<file path="config.mk">
export PLATFORM = sky130hd
export DESIGN_NAME = axis_frame_len_filter_flat
export DESIGN_NICKNAME = d
export VERILOG_FILES = /design/src/rtl/axis_frame_len_filter_if.sv /design/src/rtl/axis_frame_len_filter.sv /design/src/flat_wrapper.sv
export SDC_FILE = /design/constraint.sdc
export NUM_CORES = 1
export LEC_CHECK = 0
export CORE_ASPECT_RATIO = 1.1
export CORE_MARGIN = 5
export CORE_UTILIZATION = 55
export CTS_CLUSTER_DIAMETER = 200
export CTS_CLUSTER_SIZE = 14
export DETAILED_ROUTE_END_ITERATION = 10
export PLACE_DENSITY = 0.9
export SYNTH_ARGS = -nofsm -noshare
export SYNTH_HDL_FRONTEND = slang
export SYNTH_SLANG_ARGS = --single-unit
</file>
<file path="constraint.sdc">
create_clock -name clk -period 6 [get_ports clk]
set_clock_uncertainty 0.15 [all_clocks]
set_input_delay 0.9 -clock clk [delete_from_list [all_inputs] [get_ports clk]]
set_output_delay 0.9 -clock clk [all_outputs]
set_load 0.02 [all_outputs]
</file>
<file path="src/rtl/axis_frame_len_filter_if.sv">
// AXI-Stream bus bundle (data, valid, ready, last, user) used on both sides of
// axis_frame_len_filter.
interface axis_frame_len_filter_if #(
  parameter int DATA_WIDTH = 8
);
  logic [DATA_WIDTH-1:0] tdata;
  logic                  tvalid;
  logic                  tready;
  logic                  tlast;
  logic                  tuser;

  modport master (
    output tdata,
    output tvalid,
    input  tready,
    output tlast,
    output tuser
  );

  modport slave (
    input  tdata,
    input  tvalid,
    output tready,
    input  tlast,
    input  tuser
  );
endinterface

</file>
<file path="src/rtl/axis_frame_len_filter.sv">
// AXI-Stream frame length policer: marks runt/errored frames via tuser on tlast and truncates
// frames at MAX_LEN beats. Define AXIS_LEN_FILTER_STATS_EN to add good/bad frame counters.
module axis_frame_len_filter #(
  parameter int DATA_WIDTH = 8,
  parameter int LEN_WIDTH  = 12,
  parameter int MIN_LEN    = 4,
  parameter int MAX_LEN    = 64
) (
  input  logic                    clk,
  input  logic                    rst_n,
  axis_frame_len_filter_if.slave  input_axis,
  axis_frame_len_filter_if.master output_axis,
  output logic                    frame_short,
  output logic                    frame_truncated
`ifdef AXIS_LEN_FILTER_STATS_EN
  ,
  output logic [31:0]             good_frames,
  output logic [31:0]             bad_frames
`endif
);

  localparam logic [LEN_WIDTH-1:0] MIN_N = LEN_WIDTH'(MIN_LEN);
  localparam logic [LEN_WIDTH-1:0] MAX_N = LEN_WIDTH'(MAX_LEN);

  typedef enum logic [0:0] {
    ST_PASS    = 1'b0,
    ST_DISCARD = 1'b1
  } state_t;

  state_t                 state_q, state_d;
  logic [LEN_WIDTH-1:0]   cnt_q, cnt_d;
  logic                   err_q, err_d;
  logic [DATA_WIDTH-1:0]  out_tdata_q, out_tdata_d;
  logic                   out_tvalid_q, out_tvalid_d;
  logic                   out_tlast_q, out_tlast_d;
  logic                   out_tuser_q, out_tuser_d;
  logic                   short_q, short_d;
  logic                   trunc_q, trunc_d;

  logic                   load_en;
  logic                   in_ready;
  logic                   accept;
  logic [LEN_WIDTH-1:0]   beat_n;

  always_ff @(posedge clk) begin
    if (!rst_n) begin
      state_q      <= ST_PASS;
      cnt_q        <= '0;
      err_q        <= 1'b0;
      out_tdata_q  <= '0;
      out_tvalid_q <= 1'b0;
      out_tlast_q  <= 1'b0;
      out_tuser_q  <= 1'b0;
      short_q      <= 1'b0;
      trunc_q      <= 1'b0;
    end else begin
      state_q      <= state_d;
      cnt_q        <= cnt_d;
      err_q        <= err_d;
      out_tdata_q  <= out_tdata_d;
      out_tvalid_q <= out_tvalid_d;
      out_tlast_q  <= out_tlast_d;
      out_tuser_q  <= out_tuser_d;
      short_q      <= short_d;
      trunc_q      <= trunc_d;
    end
  end

  always_comb begin
    load_en  = output_axis.tready | ~out_tvalid_q;
    // While discarding the tail of a cut frame we swallow beats regardless of the sink.
    in_ready = (state_q == ST_DISCARD) | load_en;
    accept   = input_axis.tvalid & in_ready;
    beat_n   = cnt_q + 1'b1;

    state_d      = state_q;
    cnt_d        = cnt_q;
    err_d        = err_q;
    out_tdata_d  = out_tdata_q;
    out_tvalid_d = out_tvalid_q;
    out_tlast_d  = out_tlast_q;
    out_tuser_d  = out_tuser_q;
    short_d      = 1'b0;
    trunc_d      = 1'b0;

    if (load_en) begin
      out_tvalid_d = 1'b0;
    end

    case (state_q)
      ST_PASS: begin
        if (accept) begin
          out_tdata_d  = input_axis.tdata;
          out_tvalid_d = 1'b1;
          out_tlast_d  = input_axis.tlast;
          out_tuser_d  = input_axis.tuser | err_q;
          if (input_axis.tlast) begin
            if (beat_n < MIN_N) begin
              out_tuser_d = 1'b1;
              short_d     = 1'b1;
            end
            cnt_d = '0;
            err_d = 1'b0;
          end else if (beat_n == MAX_N) begin
            out_tlast_d = 1'b1;
            out_tuser_d = 1'b1;
            trunc_d     = 1'b1;
            cnt_d       = '0;
            err_d       = 1'b0;
            state_d     = ST_DISCARD;
          end else begin
            cnt_d = beat_n;
            err_d = err_q | input_axis.tuser;
          end
        end
      end
      ST_DISCARD: begin
        if (accept && input_axis.tlast) begin
          state_d = ST_PASS;
        end
      end
      default: begin
        state_d = ST_PASS;
      end
    endcase
  end

  assign input_axis.tready  = in_ready;
  assign output_axis.tdata  = out_tdata_q;
  assign output_axis.tvalid = out_tvalid_q;
  assign output_axis.tlast  = out_tlast_q;
  assign output_axis.tuser  = out_tuser_q;
  assign frame_short        = short_q;
  assign frame_truncated    = trunc_q;

`ifdef AXIS_LEN_FILTER_STATS_EN
  logic [31:0] good_q, good_d;
  logic [31:0] bad_q, bad_d;
  logic        load_last;

  // Frames are classified when their final beat enters the output register.
  always_comb begin
    load_last = (state_q == ST_PASS) & accept & out_tlast_d;
    good_d    = good_q;
    bad_d     = bad_q;
    if (load_last) begin
      if (out_tuser_d) begin
        if (bad_q != 32'hFFFF_FFFF) bad_d = bad_q + 32'd1;
      end else begin
        if (good_q != 32'hFFFF_FFFF) good_d = good_q + 32'd1;
      end
    end
  end

  always_ff @(posedge clk) begin
    if (!rst_n) begin
      good_q <= '0;
      bad_q  <= '0;
    end else begin
      good_q <= good_d;
      bad_q  <= bad_d;
    end
  end

  assign good_frames = good_q;
  assign bad_frames  = bad_q;
`endif

endmodule

</file>
<file path="src/flat_wrapper.sv">
// flat-port wrapper written by rule: the top's interface ports become plain ports
module axis_frame_len_filter_flat 
#(
  parameter int DATA_WIDTH = 8,
  parameter int LEN_WIDTH  = 12,
  parameter int MIN_LEN    = 4,
  parameter int MAX_LEN    = 64
)
  (clk, rst_n, frame_short, frame_truncated, input_axis_tdata, input_axis_tvalid, input_axis_tready, input_axis_tlast, input_axis_tuser, output_axis_tdata, output_axis_tvalid, output_axis_tready, output_axis_tlast, output_axis_tuser);
  axis_frame_len_filter_if #(.DATA_WIDTH(DATA_WIDTH)) input_axis_i ();
  axis_frame_len_filter_if #(.DATA_WIDTH(DATA_WIDTH)) output_axis_i ();
  input  logic clk;
  input  logic rst_n;
  output logic frame_short;
  output logic frame_truncated;
  input wire logic [$bits(input_axis_i.tdata)-1:0] input_axis_tdata;
  input wire logic [$bits(input_axis_i.tvalid)-1:0] input_axis_tvalid;
  output wire logic [$bits(input_axis_i.tready)-1:0] input_axis_tready;
  input wire logic [$bits(input_axis_i.tlast)-1:0] input_axis_tlast;
  input wire logic [$bits(input_axis_i.tuser)-1:0] input_axis_tuser;
  output wire logic [$bits(output_axis_i.tdata)-1:0] output_axis_tdata;
  output wire logic [$bits(output_axis_i.tvalid)-1:0] output_axis_tvalid;
  input wire logic [$bits(output_axis_i.tready)-1:0] output_axis_tready;
  output wire logic [$bits(output_axis_i.tlast)-1:0] output_axis_tlast;
  output wire logic [$bits(output_axis_i.tuser)-1:0] output_axis_tuser;
  assign input_axis_i.tdata = input_axis_tdata;
  assign input_axis_i.tvalid = input_axis_tvalid;
  assign input_axis_tready = input_axis_i.tready;
  assign input_axis_i.tlast = input_axis_tlast;
  assign input_axis_i.tuser = input_axis_tuser;
  assign output_axis_tdata = output_axis_i.tdata;
  assign output_axis_tvalid = output_axis_i.tvalid;
  assign output_axis_i.tready = output_axis_tready;
  assign output_axis_tlast = output_axis_i.tlast;
  assign output_axis_tuser = output_axis_i.tuser;
  axis_frame_len_filter #(.DATA_WIDTH(DATA_WIDTH), .LEN_WIDTH(LEN_WIDTH), .MIN_LEN(MIN_LEN), .MAX_LEN(MAX_LEN)) u_core (.clk(clk), .rst_n(rst_n), .input_axis(input_axis_i), .output_axis(output_axis_i), .frame_short(frame_short), .frame_truncated(frame_truncated));
endmodule
</file>
==> results.sh <==
export IMPL_rrSetupSlack_ns=3.49
export IMPL_grt_pass1_wl_um=5860
export IMPL_syn2layout_area_growth_pct=19.1
export IMPL_utilization_pct=69.1
export IMPL_grt_start_max_net_pins=38
export IMPL_synth_nets=203
export IMPL_via_per_inst=6.13
export IMPL_required_ns=4.95
export IMPL_die_w_um=59.2
export IMPL_numCtsBuffers=3
export IMPL_fillers=206
export IMPL_fp_dieArea_um2=3790
export IMPL_cts_root_buffer="clkbuf_4"
export IMPL_clock_sinks=27
export IMPL_layout_commonest_cell="nand2_1"
export IMPL_cp_data_arrival_time_ns=2.30
export IMPL_grt_pass1_vias=1342
export IMPL_hp_start="u_core.output_axis.tdata[2]"
export IMPL_io_buffers=27
export IMPL_grt_overflow_total=0
export IMPL_clk_path_buf_depth=2
export IMPL_holdWs_ns=0.331
export IMPL_seq_area_frac_synth_pct=37.0
export IMPL_multiInputGateArea_um2=847
export IMPL_max_stage_delay_ns=0.54
export IMPL_dp_hpwl_um=2420
export IMPL_cp_slowest_cell="clkdlybuf4s50_1"
export IMPL_core_area_um2=2520
export IMPL_drive_gt1_share_pct=5.88
export IMPL_path_class="primary input to output port"
export IMPL_cpMostUsedCell="clkdlybuf4s50_1"
export IMPL_synth_ff_type="dfxtp_1"
export IMPL_crit_buf_inv=2
export IMPL_crit_chain="clkdlybuf4s50_1, nand2b_1, or2_2, clkdlybuf4s50_1"
export IMPL_yosysWarnings=0
export IMPL_synth_area_leader_cell="dfxtp_1"
export IMPL_yosysUniqueCellTypes=42
export IMPL_gp_congestion=0.848
export IMPL_power_leakage_nw=0.632
export IMPL_slew_viol_final=0
export IMPL_htree_levels=1
export IMPL_fin_nets=221
export IMPL_drt_pass1_iter_count=4
export IMPL_slew_headroom_pct=25.2
export IMPL_post_cts_buffers=0
export IMPL_cts_hold_buf=0
export IMPL_vias=1441
export IMPL_rsz0062_at_grt="false"
export IMPL_finalHoldViolCount=0
export IMPL_syn_inst=187
export IMPL_pwr_density_cell_nw_per_um2=183
export IMPL_setup_worst_path_start="output_axis_tready"
export IMPL_cp_max_fo=4
export IMPL_ys_seq_elements=27
export IMPL_status="finished, final reports clean"
export IMPL_initial_core_util_pct=58.0
export IMPL_ant_nets=0
export IMPL_clock_latency_ns=0.32
export IMPL_setup_violations=0
export IMPL_crit_path_end_kind="output port"
export IMPL_drt_iter0_drc=75
export IMPL_yosys_area_top_type_share_pct=37.0
export IMPL_placedCellCount=231
export IMPL_drv_cap=0
export IMPL_antenna_found_initial=0
export IMPL_ir_worst_vdd_uv=168
export IMPL_rows=19
export IMPL_fin_cells=235
export IMPL_layout_common_cells="nand2_1 (28), clkdlybuf4s50_1 (27), dfxtp_1 (27)"
export IMPL_period_share_pct=55.8
export IMPL_worstHoldPathType="flop to flop"
export IMPL_track_usage_pct=19.0
export IMPL_seq_area_um2=541
export IMPL_cts_tree="yes"
export IMPL_drc_errors=0
export IMPL_ctsResizeCount=0
export IMPL_die_h_um=64.1
export IMPL_synthTopCellsByArea="dfxtp_1 (37%), nand2_1 (7.2%), a21boi_0 (6.2%)"
export IMPL_fmax_mhz=299
export IMPL_synth_edff_count=0
export IMPL_routed_wl_um=3410
export IMPL_worstSetupStartpointType="primary input"
export IMPL_io_pins=28
export IMPL_tns_ns=0
export IMPL_n_antenna_cell=0
export IMPL_routedWlPerCell_um=14.5
export IMPL_reg2reg_from="u_core.cnt_q[0]"
export IMPL_clkTransAtPathRegs_ns=0.14
export IMPL_final_min_clock_period_ns=3.35
export IMPL_synthArstFlopShare_pct=0
export IMPL_syn_area_um2=1460
export IMPL_total_power_mw=0.319
export IMPL_path_delay_family="buffers and inverters"
export IMPL_worstMarginPinSlew_ns=1.12
export IMPL_syn_area_per_cell_um2=7.82
## registers in the layout (all words and copies together), names as in the netlist
register                   count
u_core.output_axis.tdata       8
u_core.state_q                 1
u_core.output_axis.tuser       1
u_core.cnt_q                  12
u_core.output_axis.tvalid      1
u_core.err_q                   1
u_core.frame_truncated         1
u_core.frame_short             1
u_core.output_axis.tlast       1
## final timing paths
kind | end | cells past startpoint
worst max register to register | u_core.cnt_q[0] | 7
worst min-delay path | u_core.output_axis.tdata[2] | 2
worst min register to register | u_core.output_axis.tdata[2] | 2
worst max-delay path | input_axis_tready | 4
## through the flow
step	instance area [um2]	setup slack, ns
floorplan	1460	3.56
global placement	1720	2.66
detailed placement	1720	2.64
CTS	1740	2.64
global route	1740	2.58
finish	1740	2.65
## synth_stat cells, drive strengths merged (2+ instances only)
cell type  number
nand2          28
dfxtp          27
nand3          14
o21ai          14
a21boi         12
nor2           12
clkbuf         11
nand4           9
nor3            6
a21oi           5
inv             5
xnor2           4
and3b           3
buf             3
nand3b          3
nor4            3
or3             3
a211oi          2
ha              2
nor2b           2
o211a           2
o211ai          2
## metal layers
layer / global-route usage [%] / wire (um) / vias to the layer above
met4: 5.67 / 38 / 0
li1: - / - / 701
met5: 0 / 0 / -
met2: 34.4 / 1750 / 65
met3: 4.63 / 293 / 6
met1: 21.6 / 1320 / 669
## power by group
group	internal (mW)	switching (mW)
Clock	0.0260	0.0517
Combinational	0.0242	0.0276
Sequential	0.186	0.00389
## worst reg2reg max path, stage by stage, from the launching register on
cell and delay (ns):
dfxtp_1 0.48, ha_1 0.21, nand3_2 0.16, or4_1 0.56
a211oi_2 0.28, nand4_2 0.22, o21ai_2 0.23, o21ai_0 0.12
## cells by family (layout without fill, tap and decap cells)
logic type	count (synthesis)	after routing	share of synthesized area, %
simple gates	88	88	31.2
compound gates	46	46	22.0
flops	27	27	37.0
buf+inv	19	36	5.13
xor+xnor	5	5	2.99
fa+ha+maj	2	2	1.71
## final cells by class
cell class	count	area share [%]
flip-flops and latches	27	31.0
clock buffers	4	1.51
inverters	5	1.08
multi-input cells	141	48.6
repair buffers	27	15.5
well taps	31	2.23
No activity file was read; power rests on OpenSTA's default activity.
